`src/rtl/round_key_sequencer.sv`:
```
// Round key sequencer: requests key expansion from the repository, then streams round keys
// forward (encrypt) or reverse (decrypt) over valid/ready. Optional timeout: KEY_SEQ_TIMEOUT_EN.
module round_key_sequencer #(
  parameter int unsigned TIMEOUT_CYC = 255
) (
  input  logic         mclk,
  input  logic         arst_n,
  input  logic         keylength128,
  input  logic         keylength192,
  input  logic         keylength256,
  input  logic         new_key,
  output logic         start_exp,
  input  logic         busy_exp,
  input  logic [0:127] roundkey_in,
  output logic [3:0]   round_count,
  input  logic         blk_start,
  input  logic         decrypt,
  output logic [0:127] rk_out,
  output logic         rk_valid,
  input  logic         rk_ready,
  output logic         rk_first,
  output logic         rk_last,
  output logic         key_ready,
  output logic         exp_err
);

  typedef enum logic [1:0] {IDLE, EXPAND, READY, RUN} state_t;

  state_t     state;
  logic [3:0] idx;
  logic [3:0] nr;
  logic [3:0] end_idx;
  logic       dir;
  logic       seen_busy;
  logic       first;
  logic       more;
  logic       key_sel;
  logic [3:0] nr_sel;
  logic       ld;

`ifdef KEY_SEQ_TIMEOUT_EN
  localparam logic [7:0] TIMEOUT_LAST = 8'(TIMEOUT_CYC - 1);
  logic [7:0] exp_cnt;
`else
  // Constant 0; the parameter only matters when the timeout counter is built.
  assign exp_err = (TIMEOUT_CYC == 0) & 1'b0;
`endif

  // A new key is only meaningful with a key length; 128 wins over 192 over 256.
  always_comb begin
    key_sel = keylength128 | keylength192 | keylength256;
    if (keylength128)      nr_sel = 4'd10;
    else if (keylength192) nr_sel = 4'd12;
    else                   nr_sel = 4'd14;
  end

  assign ld          = !rk_valid | rk_ready;
  assign round_count = idx;

  always_ff @(posedge mclk or negedge arst_n) begin
    if (!arst_n) begin
      state     <= IDLE;
      idx       <= 4'd0;
      nr        <= 4'd10;
      end_idx   <= 4'd0;
      dir       <= 1'b0;
      seen_busy <= 1'b0;
      first     <= 1'b0;
      more      <= 1'b0;
      start_exp <= 1'b0;
      rk_out    <= '0;
      rk_valid  <= 1'b0;
      rk_first  <= 1'b0;
      rk_last   <= 1'b0;
      key_ready <= 1'b0;
`ifdef KEY_SEQ_TIMEOUT_EN
      exp_cnt   <= 8'd0;
      exp_err   <= 1'b0;
`endif
    end else begin
      start_exp <= 1'b0;
`ifdef KEY_SEQ_TIMEOUT_EN
      exp_err   <= 1'b0;
`endif
      case (state)
        IDLE, READY: begin
          if (new_key && key_sel) begin
            nr        <= nr_sel;
            start_exp <= 1'b1;
            seen_busy <= 1'b0;
            key_ready <= 1'b0;
            idx       <= 4'd0;
`ifdef KEY_SEQ_TIMEOUT_EN
            exp_cnt   <= 8'd0;
`endif
            state     <= EXPAND;
          end else if (state == READY && blk_start) begin
            dir       <= decrypt;
            idx       <= decrypt ? nr : 4'd0;
            end_idx   <= decrypt ? 4'd0 : nr;
            first     <= 1'b1;
            more      <= 1'b1;
            key_ready <= 1'b0;
            state     <= RUN;
          end
        end
        EXPAND: begin
          if (!seen_busy) begin
            if (busy_exp) seen_busy <= 1'b1;
          end else if (!busy_exp) begin
            key_ready <= 1'b1;
            idx       <= 4'd0;
            state     <= READY;
          end
`ifdef KEY_SEQ_TIMEOUT_EN
          exp_cnt <= exp_cnt + 8'd1;
          if (exp_cnt == TIMEOUT_LAST && !(seen_busy && !busy_exp)) begin
            exp_err   <= 1'b1;
            key_ready <= 1'b0;
            state     <= IDLE;
          end
`endif
        end
        RUN: begin
          // Accepting the last key ends the block; nothing else is loaded after it.
          if ((rk_valid && rk_ready && rk_last) || (ld && !more)) begin
            rk_valid  <= 1'b0;
            rk_first  <= 1'b0;
            rk_last   <= 1'b0;
            idx       <= 4'd0;
            key_ready <= 1'b1;
            state     <= READY;
          end else if (ld) begin
            rk_out   <= roundkey_in;
            rk_valid <= 1'b1;
            rk_first <= first;
            rk_last  <= (idx == end_idx);
            first    <= 1'b0;
            if (idx == end_idx) more <= 1'b0;
            else if (dir)       idx  <= idx - 4'd1;
            else                idx  <= idx + 4'd1;
          end
        end
        default: state <= IDLE;
      endcase
    end
  end

endmodule

```
`config.mk`:
```
export PLATFORM = sky130hd
export DESIGN_NAME = round_key_sequencer
export DESIGN_NICKNAME = d
export VERILOG_FILES = /design/src/rtl/round_key_sequencer.sv
export SDC_FILE = /design/constraint.sdc
export NUM_CORES = 1
export LEC_CHECK = 0
export CAP_MARGIN = 20
export CORE_MARGIN = 2
export CORE_UTILIZATION = 44
export CTS_CLUSTER_DIAMETER = 80
export CTS_CLUSTER_SIZE = 24
export DETAILED_ROUTE_END_ITERATION = 6
export PLACE_DENSITY = 0.85
export SYNTH_ARGS = -nofsm -noshare
export SYNTH_HDL_FRONTEND = slang
export SYNTH_SLANG_ARGS = --single-unit
```
`constraint.sdc`:
```
create_clock -name mclk -period 2.65 [get_ports mclk]
set_input_delay 0.265 -clock mclk [delete_from_list [all_inputs] [get_ports mclk]]
set_output_delay 0.265 -clock mclk [all_outputs]
set_load 0.01 [all_outputs]
```
-- Word-level counts from Yosys, hierarchy flattened
Index checks and enable logic that the tools add are counted.
Widths: inputs -> output; s select.
- input bits: 138
- register bits: 151
- word-level logic and storage cells: 105
- output and inout port bits: 138
- bitwise operators: 5
- eq/ne operators: 16
- $add $sub $neg: 2
- multiplexer cells: 46
- reduce and logical (&&, ||, !) cells: 22
- operators by type and width (operator ; count):
    $mux 4 ; 11
    $mux 1 ; 23
    $ne 2x2->1 const B ; 9
    $mux 2 ; 6
    $pmux 4 s3 ; 1
    $reduce_and 5->1 ; 2
    $ne 3x3->1 const B ; 3
    $pmux 1 s2 ; 3
    $pmux 2 s3 ; 1
    $reduce_and 2->1 ; 3
    $reduce_and 3->1 ; 2
    $reduce_and 6->1 ; 1
    $reduce_bool 2->1 ; 3
    $logic_and 1x1->1 ; 5
    $add 4x1->4 const B ; 1
    $eq 2x2->1 const B ; 2
    $eq 4x4->1 ; 1
    $reduce_and 4->1 ; 1
    $sub 4x1->4 const B ; 1
    $or 1x1->1 ; 3
    $pmux 1 s3 ; 1
    $eq 2x1->1 const B ; 1
    $logic_not 1->1 ; 2
    $logic_not 2->1 ; 1
    other kinds (3) ; 4

-- Depth between registers and ports, before layout
- depth in word-level cells: 6
- depth in mapped cells: 7
- mapped depth without buffers: 6

-- Worst setup path before layout
Ideal clock, no wire load.
- kind: register to register
- from: register idx[3] (netlist: round_count[3])
- to: register idx[0] (netlist: round_count[0])
- path slack: 0.970 ns
- library setup time: 0.118 ns
- path buffers: 0
- required time: 2.532 ns
- cell stages (with the launch flop): 6
- period minus slack after synthesis: 1.680 ns
- arrival time: 1.562 ns
- cells stage by stage: dfrtp_1 -> xor2_1 -> or4_4 -> o211ai_4 -> nor3_1 -> a21o_1
- cells in the longest elaborated chain, start to end: 3
- ends and longest elaborated chain (what ; line ; text):
    start, declared ; 30 ; logic [3:0] idx;
    start signal, assigned ; 99 ; idx <= decrypt ? nr : 4'd0;
    start signal, assigned ; 140 ; else if (dir) idx <= idx - 4'd1;
    start signal, assigned ; 141 ; else idx <= idx + 4'd1;
    $eq 4x4->1 ; 139 ; if (idx == end_idx) more <= 1'b0;
    $ne 3x3->1 (no source line) ; -- ;
    $reduce_and 5->1 (no source line) ; -- ;
Every way passes these cells.
A chain may end at the register's enable or synchronous reset.

-- Final worst setup path
- from: register state[0]
- to: register rk_out[62] (netlist name)
- cells in the longest elaborated chain, start to end: 2
- ends and longest elaborated chain (what ; line ; text):
    start, declared ; 29 ; state_t state;
    start signal, assigned ; 62 ; state <= IDLE;
    start signal, assigned ; 96 ; state <= EXPAND;
    start signal, assigned ; 104 ; state <= RUN;
    $eq 2x2->1 ; 85 ; case (state)
    $reduce_and 3->1 (no source line) ; -- ;
    end signal, assigned ; 134 ; rk_out <= roundkey_in;
    end, declared ; 18 ; output logic [0:127] rk_out,
Every way passes these cells.

==> metrics.cfg <==
[placed_design]
placed_area_sq_um = 8700
routabilityCongestion = 0.767
hpwl_microns = 11000
post-place-cells = 803
place.port_buffers = 274

[critical_path]
critPathLaunch = state[0]
path_max_fanout = 79
worstSetupPathType = reg2reg
crit_arrival_ns = 2.36
crit_chain = and2_1, and3_4, buf_12, mux2_2
crit_required_ns = 2.94
r2r_end = rk_out[62]
cp_slowest_cell = dfrtp_1
reg2reg_depth = 4
critPathLaunchType = register
rrSetupSlack_ns = 0.58
timing.rr.start = state[0]
slowest_delay_ns = 0.58
endpoint_kind = register

[yosys]
yosysWarnings = 0
synth_area_sq_um = 5810
avgSynthCellArea_sq_um = 15.7
synthCells = 370
synth_cell_types = 38
synth_flop_cell = dfrtp_1
synth_fp_nets = 511
ys_ff_latch = 148
ys_seq_area_share_pct = 63.8
synth-async-reset-ratio_pct = 100
synth_edf_count = 0

[layout]
seq_area_sq_um = 3700
multi_input_area_sq_um = 1920
num_antenna_cells = 0
nNetsFinal = 792
post_route_cells_drive_above_1_share_pct = 25.6
areaGrowthSynthToFinish_pct = 60.7
nFillCells = 816
final_core_util_pct = 73.1
layout.cells.non_filler = 835
final_area_sq_um = 9330

[global_route]
grt_overflow_total = 0
grt_max_degree = 80
grt_pass1_wl_microns = 23300
antenna_found_initial = 0
grt_usage_pct = 21.5
grt_pass1_vias = 4422

[floorplan]
die_y_microns = 119
initial_core_util_pct = 45.5
ios = 276
core-area_sq_um = 12800
row_count = 41
die_w_microns = 119
dieArea_sq_um = 14100

[sta]
slew_violations = 0
clock.fmax_mhz = 484
fin_crit_ns = 2.07
finalHoldViolations = 0
fin_crit_sh_pct = 77.9
rsz0062_at_grt = false
skew_ns = 0.00651
tns_ns = 0
final-setup-viol-count = 0

[clock_tree]
clk_latency_ns = 0.41
postCtsSetupBuffers = 0
cts_num_sinks = 148
cts-root-buf = clkbuf_16
cts_htree_levels = 4
path_clk_slew_ns = 0.06
cts_tree = yes
cts-buffers-inserted = 17
clockBufferDepth = 2

[routing]
via_per_inst = 4.96
wl_per_cell_microns = 17.7
remaining_drc_errors = 0
routed_wirelength_microns = 14800
ant_nets = 0
first_iter_violations = 150
routed-via-count = 4145
first_pass_iters = 4

[pwr]
ir_drop_mv = 0.512
leakage_nw = 3.91
power_density_nw_per_um2 = 1240

[job]
drv_cap = 0

[outcome]
outcome = finished clean

[min_path]
hold_class = in2async

==> registers in the layout (all words and copies together), names as in the netlist, 2 cells and up <==
| register | cells |
|---|---|
| end_idx | 3 |
| state | 2 |
| rk_out | 128 |
| round_count | 4 |
| nr | 2 |
==> how the worst max path moves through the flow <==
stage | slack (ns) | depth (start not counted) | to
after floorplan | 0.97 | 5 | round_count[0]
after global placement | 0.58 | 6 | rk_out[4]
after detailed placement | 0.53 | 6 | rk_out[1]
after CTS | 0.61 | 4 | rk_out[62]
after global routing | 0.50 | 4 | rk_out[62]
final | 0.58 | 4 | rk_out[62]
==> critical path: cells and delay by family, from the launching register on <==
kind,cells,cell delay [ns]
buffers and inverters,1,0.32
AND/OR/NAND/NOR,2,0.55
multiplexers,1,0.40
flip-flops,1,0.58
==> cell usage in the layout, fill, tap and decap left out, types with 2 or more instances in the layout <==
cell and instances:
xnor2_1 2, nor2_1 7, mux2_2 130, a31oi_1 2, xor2_1 4, clkbuf_16 17
nand2_1 5, o21bai_1 2, clkdlybuf4s50_1 273, clkbuf_1 2, ha_1 2, inv_1 9
clkinv_2 3, a21o_1 3, clkbuf_8 3, and2_1 2, o211ai_1 2, dfrtp_1 147
a22o_1 2, bufinv_16 4, buf_12 3, buf_4 2, a21oi_1 6, nand3b_1 3
o21ai_0 5
==> where the power goes <==
part	switching, mW	internal (mW)	leakage [nW]	total (mW)
registers	0.651	3.41	1.77	4.06
clock network	0.871	1.64	0.306	2.51
logic	1.85	3.13	1.83	4.99
==> repair_timing <==
action | 4_1_cts | 5_1_grt
hold buffers | 1 | 0
gates resized for setup | 0 | 0
endpoints found under the hold margin | 46 | 0
==> per-stage QoR <==
| stage | power, mW | worst slack (ns) | hold slack (ns) |
|---|---|---|---|
| final | 11.6 | 0.585 | 0.347 |
| after global routing | 12.2 | 0.498 | 0.391 |
| after CTS | 11.7 | 0.607 | 0.355 |
| after detailed placement | 9.11 | 0.534 | 0.223 |
| after global placement | 8.91 | 0.584 | 0.224 |
| after floorplan | 6.33 | 0.970 | -0.0306 |
==> cell type report <==
type / instances / share of cell area, %
Tap cell: 172 / 2.31
Sequential cell: 148 / 39.7
Clock buffer: 22 / 5.08
Timing Repair Buffer: 280 / 30.3
Inverter: 9 / 0.362
Clock inverter: 9 / 1.62
Multi-Input combinational cell: 195 / 20.6
==> synthesized netlist by cell type, types with 2 or more instances <==
master | number | share of area, %
ha_1 | 2 | 0.43
o21ai_0 | 5 | 0.43
o211ai_1 | 2 | 0.26
nor2_1 | 7 | 0.45
and3_1 | 2 | 0.22
a21oi_1 | 6 | 0.52
a22o_1 | 2 | 0.30
inv_1 | 9 | 0.58
buf_6 | 9 | 1.7
nand2_1 | 5 | 0.32
mux2_2 | 130 | 25
a21o_1 | 3 | 0.39
nand3b_1 | 3 | 0.39
buf_4 | 2 | 0.26
xor2_1 | 4 | 0.60
a31oi_1 | 2 | 0.22
and2_1 | 2 | 0.22
o21bai_1 | 2 | 0.26
dfrtp_1 | 147 | 63
xnor2_1 | 2 | 0.30
buf_2 | 7 | 0.60
==> kinds of logic (layout without fill, tap and decap cells) <==
logic type	Yosys count	after routing	synth area share, %
AO/OA/AOI/OAI	29	29	3.58
XOR/XNOR	6	6	0.905
adder cells (fa/ha/maj)	3	3	0.775
buffers and inverters	27	320	3.19
flip-flops	148	148	63.8
multiplexers	131	131	25.4
other	1	1	0.0646
AND/OR/NAND/NOR	25	25	2.33
==> metal layers <==
layer	wire (microns)	up-vias	GRT usage [%]
met4	471	0	9.97
met5	0	-	0
li1	-	1869	-
met2	7820	183	38.0
met3	1090	33	7.47
met1	5430	2060	23.2
No activity file was read; power rests on OpenSTA's default activity.
